## src/rtl/fetch_stage.sv

```systemverilog
// Fetch stage: owns the PC, addresses instruction memory and holds the F/D latch.
// Priority per edge is reset > redirect > stall > advance; squashes are counted (saturating).
module fetch_stage #(
  parameter logic [31:0] RESET_PC        = 32'd0,
  parameter int          FLUSH_CNT_WIDTH = 16
) (
  input  logic                       clock,
  input  logic                       reset,
  output logic [31:0]                imem_addr,
  input  logic [31:0]                imem_data,
  input  logic                       stall,
  input  logic                       redirect,
  input  logic [31:0]                redirect_pc,
  output logic [31:0]                fd_insn,
  output logic [31:0]                fd_pc,
  output logic [31:0]                fd_pc_plus1,
  output logic                       fd_valid,
  output logic [FLUSH_CNT_WIDTH-1:0] flush_count
);

  logic [31:0] pc;
  logic [31:0] pc_next_seq;

  // 32-bit modulo increment; all-ones wraps to zero silently.
  assign pc_next_seq = pc + 32'd1;
  assign imem_addr   = pc;

  // NOTE: every register here is updated with <= so that all of them sample
  // the pre-edge values of pc and flush_count; blocking writes would race.
  always_ff @(posedge clock) begin
    if (reset) begin
      pc          <= RESET_PC;
      fd_insn     <= 32'd0;
      fd_pc       <= 32'd0;
      fd_pc_plus1 <= 32'd0;
      fd_valid    <= 1'b0;
      flush_count <= '0;
    end else if (redirect) begin
      // Squash: the latch carries a nop so decode never sees a stale word.
      pc          <= redirect_pc;
      fd_insn     <= 32'd0;
      fd_pc       <= 32'd0;
      fd_pc_plus1 <= 32'd0;
      fd_valid    <= 1'b0;
      if (flush_count != '1)
        flush_count <= flush_count + 1'b1;
    end else if (!stall) begin
      fd_insn     <= imem_data;
      fd_pc       <= pc;
      fd_pc_plus1 <= pc_next_seq;
      fd_valid    <= 1'b1;
      pc          <= pc_next_seq;
    end
  end

endmodule

```

## config.mk

```make
export PLATFORM = sky130hd
export DESIGN_NAME = fetch_stage
export DESIGN_NICKNAME = d
export VERILOG_FILES = /design/src/rtl/fetch_stage.sv
export SDC_FILE = /design/constraint.sdc
export NUM_CORES = 1
export LEC_CHECK = 0
export ABC_AREA = 0
export BUFFER_PORTS_ARGS = -buffer_cell sky130_fd_sc_hd__buf_2
export CORE_ASPECT_RATIO = 1.4
export CORE_MARGIN = 5
export CORE_UTILIZATION = 30
export CTS_CLUSTER_SIZE = 16
export DETAILED_ROUTE_END_ITERATION = 16
export PLACE_DENSITY = 0.52
export SYNTH_ARGS = -nofsm -noshare
export SYNTH_HDL_FRONTEND = slang
export SYNTH_SLANG_ARGS = --single-unit
```

## constraint.sdc

```tcl
create_clock -name clock -period 1.98 [get_ports clock]
set_input_delay 0.198 -clock clock [delete_from_list [all_inputs] [get_ports clock]]
set_output_delay 0.198 -clock clock [all_outputs]
set_load 0.01 [all_outputs]
```

==> results of run 1 <==
worst max-delay path, stage by stage, from the launching register on:
cell and delay, ns:
sky130_fd_sc_hd__dfxtp_2 0.33, sky130_fd_sc_hd__nand4_1 0.15, sky130_fd_sc_hd__buf_4 0.18, sky130_fd_sc_hd__nor4_4 0.27, sky130_fd_sc_hd__buf_4 0.20, sky130_fd_sc_hd__nand4_1 0.13
sky130_fd_sc_hd__or3_1 0.34, sky130_fd_sc_hd__a311oi_2 0.24
cell type report:
type                    count  area, um2  area share, %
clock buffers              19        443           4.81
repair buffers            310       1920           20.9
multi-input cells         508       3370           36.6
well taps                 260        325           3.53
flip-flops and latches    145       2920           31.7
clock inverters            12        205           2.23
diodes                      2       5.00         0.0543
inverters                   7       26.3          0.285
synth_stat cells, types with 11 or more instances:
cell,count
sky130_fd_sc_hd__a211oi_1,19
sky130_fd_sc_hd__a21oi_1,36
sky130_fd_sc_hd__clkbuf_1,42
sky130_fd_sc_hd__dfxtp_1,145
sky130_fd_sc_hd__mux2i_1,69
sky130_fd_sc_hd__nand2_1,34
sky130_fd_sc_hd__nand3_1,11
sky130_fd_sc_hd__nand4_1,19
sky130_fd_sc_hd__nor2_1,129
sky130_fd_sc_hd__nor3_1,11
sky130_fd_sc_hd__nor4_1,19
sky130_fd_sc_hd__o21ai_0,27
sky130_fd_sc_hd__xnor2_1,30
sky130_fd_sc_hd__xor2_1,37
per-stage QoR:
stage / power, mW / setup WS (ns) / hold WS [ns] / TNS [ns]
after floorplan: 3.60 / -0.124 / 0.335 / -0.575
after global routing: 7.87 / -0.101 / 0.0206 / -0.145
after global placement: 3.96 / -0.000943 / 0.426 / -0.000943
after CTS: 7.66 / 0.0258 / 0.000172 / 0
after detailed placement: 3.97 / -0.0232 / 0.436 / -0.0474
final: 7.55 / 0.0460 / 0.0166 / 0
per-layer routing:
metal | vias up | track usage, %
met1 | 2832 | 19.7
li1 | 3036 | -
met3 | 26 | 4.99
met2 | 166 | 30.5
met5 | - | 0
met4 | 4 | 5.93
timing repair:
| item | in CTS | in global routing |
|---|---|---|
| gates cloned | 0 | 1 |
| hold endpoints to repair | 28 | 0 |
| buffers inserted | 0 | 6 |
| endpoints found under the setup margin | 14 | 13 |
| hold buffers | 28 | 0 |
| pin swaps | 1 | 4 |
| gates resized for setup | 0 | 9 |
path summary, 6_finish.rpt:
kind | from | to | cells after the start
worst min-delay path | imem_data[0] | fd_insn[0]$_SDFFE_PP0N_ | 3
worst min register to register | fd_valid$_SDFFE_PP0N_ | fd_valid$_SDFFE_PP0N_ | 1
worst max register to register | imem_addr[11]$_SDFFE_PP0P_ | imem_addr[28]$_SDFFE_PP0P_ | 7
worst max-delay path | imem_addr[11]$_SDFFE_PP0P_ | imem_addr[28]$_SDFFE_PP0P_ | 7
sequential cells by signal, indices dropped and copies added (netlist names):
register,cells
flush_count,16
fd_pc,32
fd_valid,1
fd_pc_plus1,32
imem_addr,32
fd_insn,32
logic make-up (layout without fill, tap and decap cells):
kind of cell | after synthesis | in the layout | synth area share, %
buffers and inverters | 65 | 348 | 4.25
AOI/OAI and AO/OA | 105 | 105 | 9.97
adders and majority gates | 2 | 2 | 0.390
and+or+nand+nor | 265 | 265 | 20.2
DFF | 145 | 145 | 45.3
other | 0 | 2 | 0
xor gates and xnor gates | 67 | 67 | 9.15
muxes | 69 | 69 | 10.8
report_power, final:
group	switching (mW)	leakage, nW	internal, mW
Clock	1.34	0.310	2.28
Sequential	0.0640	1.19	3.03
Combinational	0.465	2.73	0.383
Total	1.87	4.23	5.68
==> results.md, run 1 <==
- Setup repair after global routing could not meet its margin everywhere.
- The most common library cell in the layout ignoring fill and taps is sky130_fd_sc_hd__buf_2.
- The startpoint-to-endpoint class of the critical path is reg2reg.
- Row generation in the floorplan step produced 63 rows.
- Synthesis produced a netlist with a net count of 788.
- The largest total area in the synthesized netlist belongs to sky130_fd_sc_hd__dfxtp_1.
- For this run, the top clock speed supported by timing is 517 MHz.
- After detailed placement, the design holds a cell count of 1195.
- Setup violations remaining at the end of the flow were counted as 0.
- The number of library cell types mapped by synthesis is 44.
- The number of iterations in the first detailed-routing pass is 4.
- The final weighted congestion in routability-driven placement is 0.791.
- The number of slew-limit violations in the final report is 0.
- The final wirelength is 21200 um.
- The number of nets with antenna violations after routing is 0.
- Counting flops with an async set or reset pin after synthesis yields a share of 0%.
- The cell area power density is 820 nW/um2.
- For this run, design rule violations remaining after detail routing come to 0.
- The final worst-path cycle share is 97.7%.
- The number of global-route vias before repair is 6163.
- The global routing usage summed across all routing layers is 17.2%.
- The vertical die dimension is 183 um.
- A synthesized cell averages 8.93 um2.
- The reported leakage power is 4.23 nW.
- Counting flops with a built-in enable in the synthesized netlist gives 0.
- The H-tree was split into 4 levels.
- The data arrival at the endpoint of the critical path is 2.27 ns.
- Port buffering added 212 buffers.
- The clock arrives with 0.00804 ns of skew.
- The detailed route wirelength on metal3 is 1300 um.
- The die area is 24400 um2.
- The clock insertion delay at the later pin of the skew report is 0.42 ns.
- The type of element launching the critical path is a flop.
- The number of antenna violations at the first check in global routing is 3.
- In this run the horizontal extent of the chip is 134 um.
- The area growth from synthesis to layout is 43.7%.
- The end-of-flow core utilization is 43.6%.
- In the synthesized netlist, the number of instances is 718.
- The final critical path time including I/O delays and setup is 1.93 ns.
- For the worst setup path, the data required time is 2.31 ns.
- After synthesis, the cell types taking the most area are sky130_fd_sc_hd__dfxtp_1 45%, sky130_fd_sc_hd__mux2i_1 11%, sky130_fd_sc_hd__nor2_1 7.5%.
- For this run, the leading register cell type out of synthesis is sky130_fd_sc_hd__dfxtp_1.
- VDD sags by at most 524 uV.
- The TritonCTS clock tree is built.
- The total overflow left after global routing is 0.
- The library cells used most frequently in the layout, excluding fill and tap cells, are 211 x sky130_fd_sc_hd__buf_2, 133 x sky130_fd_sc_hd__dfxtp_1, 129 x sky130_fd_sc_hd__nor2_1, 69 x sky130_fd_sc_hd__mux2i_1, 65 x sky130_fd_sc_hd__buf_4.
- The post-synthesis sequential element count is 145.
- The synthesis warning total is 0.
- The path class of the tightest hold or removal check is in2reg.
- After clock tree synthesis, the clock-pin slew on the worst setup and hold paths is 0.06 ns.
- In this run the top signal layer used is met5.
- With fillers left out, the area of the finished cells amounts to 9210 um2.
- The total of fill cells in the finished design is 2109.
- The placed instance area is 8190 um2.
- The portion of the post-synthesis area used by sequential elements is 45.3%.
- Detailed placement ended at an HPWL of 15200 um.
- The critical path endpoint category is a flop.
- The tree is rooted in a sky130_fd_sc_hd__clkbuf_16.
- The area share of the largest cell type after synthesis is 45.3%.
- The post-synth design cell area is 6410 um2.
- The mean number of vias per cell is 4.80.
- The detailed router put a total of 8720 um of wire on met1.
- The total core area is 21100 um2.
- The setup check on the worst reg-to-reg path leaves a slack of 0.05 ns.
- Buffers inserted during clock tree synthesis total 17.
- The number of buffers on the longest clock path is 2.
- The number of top-level pins is 213.
- The finished layout holds 1263 standard cells, fillers aside.
- Measured against its own limit, the worst slew margin works out to 67.0%.
- The routed length per instance is 16.8 um.
- The starting utilization of the core area is 30.4%.
- The number of hold-slack violations in the final timing report came to 0.
- The routed layout has 6064 vias.
- The flow ran to the end, and the final reports show no timing, DRC or antenna violations.
- Of the cells placed in the final design, the portion with a size suffix greater than 1 is 34.7%.
- The critical-path maximum fanout is 5.
- The first routing iteration left 206 violations.
- The first global-routing pass estimated 33600 um of wire.
- Entering global routing, the biggest net connects 51 pins.
- The reported max-cap violation count is 0.
- The pin slew with the least headroom to its limit is 0.495 ns.
- Summed over all nets, wire length on met2 after detailed routing comes to 10900 um.
- The layout net count is 1059.
- The clock sink count is 145.
Note: power is estimated with default switching activity, not from simulation.
==> inputs of run 2 (changes only) <==
--- a/config.mk
+++ b/config.mk
@@ -7,7 +7,6 @@
 export LEC_CHECK = 0
 export ABC_AREA = 0
 export BUFFER_PORTS_ARGS = -buffer_cell sky130_fd_sc_hd__buf_2
-export CORE_ASPECT_RATIO = 1.4
 export CORE_MARGIN = 5
 export CORE_UTILIZATION = 30
 export CTS_CLUSTER_SIZE = 16
==> run 2 against run 1 <==
Effect of this change: flip-flop and latch count is the same; critical path depth shrank 2; core utilization shrank 0.39 points; global-route usage shrank 0.64 points; register-to-register slack is essentially flat; first-iteration DRC count grew 25%; critical endpoint is now fd_pc_plus1[19]$_SDFFE_PP0N_; largest cell class unchanged; largest power group unchanged.
==> results.md, run 2 (synthesis results as in run 1) <==
- The run finished with clean final reports.
- Timing would allow up to 516 MHz.
- The reported leakage power is 4.16 nW.
- The logic depth of the worst setup path including buffers is 5.
- Relative to the synthesized area, the layout overhead comes to 41.7%.
- The data arrival at the endpoint of the critical path is 2.29 ns.
- The worst hold slack after final layout is 0.0167 ns.
- For the worst-skew pair, the clock arrives at the later sink with an insertion delay of 0.42 ns.
- The TritonCTS clock tree is built.
- The number of endpoints failing setup at the final stage is 0.
- The setup slack at placement is -0.0189 ns.
- Counting the buffers created by CTS gives 17.
- In this run the clock root is driven by a sky130_fd_sc_hd__clkbuf_16.
- At the worst endpoint, the required time is 2.33 ns.
- Summed over all layers, the global routing overflow is 0.
- The critical path endpoint category is a flop.
- The mean number of vias per cell is 4.75.
- The final route contains 5994 vias.
- For the worst flop-to-flop path, the logic depth is 5.
- Leaving out fill and tap cells, the most frequent cell in the layout is sky130_fd_sc_hd__buf_2.
- The maximum number of pins on one net before global-route repair is 64.
- The reported max-cap violation count is 0.
- The final critical path time including I/O delays and setup is 1.94 ns.
- The total core area is 21000 um2.
- The DRC violation count after routing is 0.
- The first routing iteration left 258 violations.
- Of the cells placed in the final design, the portion with a size suffix greater than 1 is 34.0%.
- At the end of the flow, the number of nets in the layout was 1043.
- The die covers 24400 um2.
- The final weighted congestion in routability-driven placement is 0.788.
- The largest stage delay on the critical path is 0.61 ns.
- The cell count of the worst hold path is 3.
- The global routing usage summed across all routing layers is 16.5%.
- At the end of the flow the core is filled with cells to 43.2%.
- The number of buffer cells added on primary ports is 212.
- The worst vdd rail ir drop is 520 uV.
- In the final routed layout, each cell accounts on average for 16.2 um.
- The clock tree skew after final layout is 0.00976 ns.
- The first-pass GRT wire length is 31800 um.
- The final setup slack of the worst path is 0.0406 ns.
- The clock sink count is 145.
- The number of slew-limit violations in the final report is 0.
- The post-CTS clock slew at the launch and capture registers of the worst setup and hold paths is 0.06 ns.
- The critical-path maximum fanout is 9.
- The number of buffers on the longest clock path is 2.
- The cell type group with the largest total delay on the critical path is simple AND/OR/NAND/NOR gates.
- The worst pin sits at a relative slew slack of 58.3%.
- The number of hold-slack violations in the final timing report came to 0.
- STA classifies the critical path startpoint as a flop.
- The die extent in x is 156 um.
- The number of nets with antenna violations after routing is 0.
- The setup path with the least slack is of type reg2reg.
- Pin placement for this block handled 213 I/O pins.
- The initial utilization of the core area, before any placement, comes to 30.5%.
- Detailed placement ended at an HPWL of 14600 um.
- The clock tree synthesis step divided the H-tree into 4 levels.
- The path type of the worst min-delay path is in2reg.
- The floorplan has 53 rows.
- Setup repair after global routing could not meet its margin everywhere.
- The layout has 2115 filler cells.
- The final wirelength is 20500 um.
- For this run, the detailed router's first-pass iteration total came to 4.
- The number of buffers and inverters on the critical path is 1.
- Traced cell by cell, the critical path runs through nand4_1 -> or4_4 -> buf_6 -> or4_1 -> a31oi_1.
- For this design the ratio of total power to cell area is 812 nW/um2.
- In this run the vertical extent of the chip is 156 um.
- The number of global-route vias before repair is 5858.
- The cell at the slowest stage of the critical path is sky130_fd_sc_hd__or4_4.
- At the pin with the least slew margin, the transition time is 0.620 ns.
- The final worst-path cycle share is 97.9%.
- The library cells used most frequently in the layout, excluding fill and tap cells, are 211 x sky130_fd_sc_hd__buf_2, 134 x sky130_fd_sc_hd__dfxtp_1, 129 x sky130_fd_sc_hd__nor2_1, 69 x sky130_fd_sc_hd__mux2i_1, 57 x sky130_fd_sc_hd__buf_4.
- The number of antenna violations at the first check in global routing is 4.
-- run 2: changes by cell type in the layout (fill, tap and decap cells not counted), moves of 2 or more --
cell,change
sky130_fd_sc_hd__buf_4,-8
sky130_fd_sc_hd__dlygate4sd3_1,-7
sky130_fd_sc_hd__clkbuf_1,+3
sky130_fd_sc_hd__inv_6,-3
sky130_fd_sc_hd__clkbuf_8,+2
sky130_fd_sc_hd__nor4_2,-2
-- run 2: repair_timing --
action | in CTS | in global routing
gates resized for setup | 2 | 5
endpoints found under the hold margin | 21 | 0
hold buffers | 21 | 0
setup buffers | 1 | 1
endpoints found under the setup margin | 3 | 19
pin swaps | 4 | 3
-- run 2: per-layer routing --
metal	track usage [%]	share of wire, %	vias to the layer above
met2	26.8	48	150
li1	-	-	3007
met3	5.12	6.6	25
met4	4.50	1.3	6
met1	21.5	44	2806
met5	0	0.14	-
-- run 2: worst min-delay path, cell delays in order --
cell	delay, ns
sky130_fd_sc_hd__buf_2	0.07
sky130_fd_sc_hd__mux2i_1	0.05
sky130_fd_sc_hd__nor2_1	0.08
-- run 2: power by group --
part / switching, mW / internal, mW / total (mW)
Combinational: 0.455 / 0.367 / 0.822
Clock: 1.25 / 2.21 / 3.46
Sequential: 0.0683 / 3.03 / 3.09
Total: 1.77 / 5.61 / 7.38
-- run 2: final cells by class --
type | count | area (um2) | share of cell area (%)
multi-input cells | 508 | 3380 | 37.2
well taps | 275 | 344 | 3.79
inverters | 7 | 26.3 | 0.289
clock buffers | 24 | 482 | 5.30
repair buffers | 294 | 1790 | 19.6
clock inverters | 8 | 151 | 1.67
diodes | 1 | 2.50 | 0.0275
flip-flops and latches | 145 | 2920 | 32.1
-- run 2: worst paths after layout --
kind                                      from                           end  slack, ns
setup / recovery    imem_addr[13]$_SDFFE_PP0P_  fd_pc_plus1[19]$_SDFFE_PP0N_       0.04
hold / removal                    imem_data[5]       fd_insn[5]$_SDFFE_PP0N_       0.02
setup reg to reg    imem_addr[13]$_SDFFE_PP0P_  fd_pc_plus1[19]$_SDFFE_PP0N_       0.04
hold reg to reg   fd_pc_plus1[12]$_SDFFE_PP0N_  fd_pc_plus1[12]$_SDFFE_PP0N_       0.46
-- run 2: through the flow --
step	power (mW)	setup TNS, ns	cells	area [um2]
global route	7.72	-0.397	1262	9090
global placement	3.95	0	1206	8190
finish	7.38	0	1262	9090
CTS	7.51	-0.00369	1260	9040
floorplan	3.60	-0.575	718	6580
detailed placement	3.95	-0.0333	1206	8190
==> inputs of run 3 (changes only) <==
--- a/config.mk
+++ b/config.mk
@@ -12,6 +12,7 @@
 export CTS_CLUSTER_SIZE = 16
 export DETAILED_ROUTE_END_ITERATION = 16
 export PLACE_DENSITY = 0.52
+export REMOVE_ABC_BUFFERS = 1
 export SYNTH_ARGS = -nofsm -noshare
 export SYNTH_HDL_FRONTEND = slang
 export SYNTH_SLANG_ARGS = --single-unit
==> run 3 against run 2 <==
Effect of this change: critical path depth unchanged; non-clock buffer count up 3; setup slack worse by 0.036 ns; final area down 0.87%; die area unchanged; via count down 0.62%; combinational power about the same; register-to-register slack worse by 0.04 ns; clock-buffer cell count down 4; clock power down 7.8%; first-iteration DRC count down 8.5%; sequential power about the same; critical path type unchanged; largest cell class unchanged; largest power group unchanged.
==> results.md, run 3 (synthesis results as in run 1) <==
- The flow ran to the end, and the final reports show no timing, DRC or antenna violations.
- The clock net in this run drives a total of 145 sinks.
- Buffers placed on the I/O ports in this run total 212.
- The remaining max-slew budget at the tightest pin is 50.6%.
- For this run the aggregate overflow at the end of global routing stands at 0.
- The non-filler instance count after layout is 1265.
- The number of hold-slack violations in the final timing report is 0.
- Summing all flip-flop and latch instances after layout gives 2910 um2.
- The starting utilization of the core area is 30.5%.
- The global routing usage summed across all routing layers is 16.6%.
- The path class of the tightest hold or removal check is in2reg.
- The number of global-route vias before repair is 5882.
- The detail route stage leaves a number of antenna-violating nets equal to 0.
- The longest clock path from root to sink contains 2 buffers.
- After clock tree synthesis, the clock-pin slew on the worst setup and hold paths is 0.06 ns.
- The final wirelength is 20300 um.
- The die is 156 um wide.
- The TritonCTS clock tree is built.
- Global routing used 5.06% of the available met3 tracks.
- The worst vdd rail ir drop is 531 uV.
- After layout, the worst path uses 99.8% of the clock period.
- The number of slew-limit violations in the final report was 0.
- Setup repair after global routing could not meet its margin everywhere.
- The global routing met1 resource utilization is 21.6%.
- Summing all multi-input logic gate instances after layout gives 3350 um2.
- The number of buffers added by the clock tree synthesis step is 17.
- The final weighted congestion in routability-driven placement is 0.771.
- The data arrival at the endpoint of the critical path is 2.31 ns.
- The pin slew with the least headroom to its limit is 0.742 ns.
- The clock tree skew after final layout is 0.0102 ns.
- Before antenna repair, the detailed router went through 4 iterations.
- The placed instances occupy a cell area of 8140 um2.
- For the worst flop-to-flop path, the logic depth is 5.
- In this run the worst path has a maximum fanout of 7.
- The number of vias after detailed routing is 5957.
- After global routing, the most crowded layer is met2.
- The design draws 7.11 mW.
- The highest attainable clock frequency is 506 MHz.
- The reported leakage power is 4.10 nW.
- The final setup TNS is 0 ns.
- The global routing usage on met2 is 26.9%.
- The worst hold slack after final layout is 0.0152 ns.
- The layout cell share with drive strength beyond 1 is 34.2%.
- Leaving out fill and tap cells, the most frequent cell in the layout is sky130_fd_sc_hd__buf_2.
- The number of antenna violations at the first check in global routing is 3.
- The area growth from synthesis to layout is 40.5%.
- The final non-filler cell area is 9010 um2.
- Including well taps, the total number of placed cells is 1214.
- The filler cells instantiated in the layout total 2159.
- The type of element launching the critical path is a flop.
- The die covers 24400 um2.
- The routed length per instance is 16.0 um.
- During I/O placement, the number of pins put on the boundary was 213.
- In the routed design, unresolved DRC markers number 0.
- The critical path is of the reg2reg type.
- For the finished layout, the period the worst path requires is 1.98 ns.
- The cell area power density is 789 nW/um2.
- The floorplan has 53 rows.
- Setup violations remaining at the end of the flow were counted as 0.
- The maximum number of pins on one net before global-route repair is 51.
- The critical path endpoint category is a flop.
- The number of levels the H-tree was split into is 4.
- The clock insertion delay at the later pin of the skew report is 0.42 ns.
- Max-cap violations in this run came to 0.
- In the layout the commonest cells are 211 x sky130_fd_sc_hd__buf_2, 141 x sky130_fd_sc_hd__dfxtp_1, 129 x sky130_fd_sc_hd__nor2_1, 69 x sky130_fd_sc_hd__mux2i_1, 65 x sky130_fd_sc_hd__buf_4.
- The total core area is 21000 um2.
- Data on the critical path is required at its endpoint by 2.32 ns.
- The mean number of vias per cell is 4.71.
- The first global-routing pass estimated 32200 um of wire.
- The worst hold path was traced through 3 stages.
- The HPWL after detailed placement is 14600 um.
- The layout net count is 1046.
- The die is 156 um tall.
- The detailed router finished its first iteration with 236 violations.
- The cell sitting at the root of the clock tree is a sky130_fd_sc_hd__clkbuf_16.
-- run 3: per-stage QoR --
stage | setup WS [ns] | util (%)
6_report | 0.00494 | 42.9
3_5_place_dp | -0.144 | 38.7
4_1_cts | -0.0239 | 42.5
5_1_grt | -0.0783 | 42.9
3_3_place_gp | -0.0782 | 38.7
2_1_floorplan | -0.572 | -
-- run 3: power by group --
| group | leakage (nW) | switching, mW | internal, mW | total (mW) |
|---|---|---|---|---|
| clock network | 0.280 | 1.30 | 1.89 | 3.19 |
| registers | 1.18 | 0.0642 | 3.02 | 3.09 |
| logic | 2.63 | 0.455 | 0.370 | 0.825 |
-- run 3: worst paths after layout --
| kind | to | start | slack (ns) |
|---|---|---|---|
| max | imem_addr[16]$_SDFFE_PP0P_ | imem_addr[6]$_SDFFE_PP0P_ | 0.005 |
| max reg2reg | imem_addr[16]$_SDFFE_PP0P_ | imem_addr[6]$_SDFFE_PP0P_ | 0.005 |
| min | fd_insn[22]$_SDFFE_PP0N_ | imem_data[22] | 0.02 |
| min reg2reg | fd_pc_plus1[12]$_SDFFE_PP0N_ | fd_pc_plus1[12]$_SDFFE_PP0N_ | 0.46 |
-- run 3: final cells by class --
type	count	share of cell area [%]
Multi-Input combinational cell	508	37.2
Sequential cell	145	32.3
Timing Repair Buffer	297	19.9
Clock buffer	20	4.96
Tap cell	275	3.82
Clock inverter	12	1.49
Inverter	7	0.292
Antenna cell	1	0.0278
-- run 3: repair_timing --
action                                  4_1_cts  5_1_grt
setup buffers                                 1        1
gates resized for setup                      10       13
endpoints found under the setup margin       14       18
pin swaps                                     4        7
gates cloned                                  0        0
hold endpoints to repair                     17        0
hold buffers                                 17        0
-- run 3: worst max-delay path, cell delays in order (launching register included) --
cell	delay [ns]
sky130_fd_sc_hd__dfxtp_2	0.35
sky130_fd_sc_hd__nand3_4	0.08
sky130_fd_sc_hd__or4_4	0.60
sky130_fd_sc_hd__or4_4	0.46
sky130_fd_sc_hd__xor2_2	0.19
sky130_fd_sc_hd__a211oi_2	0.22
-- run 3: metal layers --
layer	wire length (um)	part of all wire, %
met1	9310	46
met3	1380	6.8
met2	9350	46
met4	227	1.1
met5	14	0.069
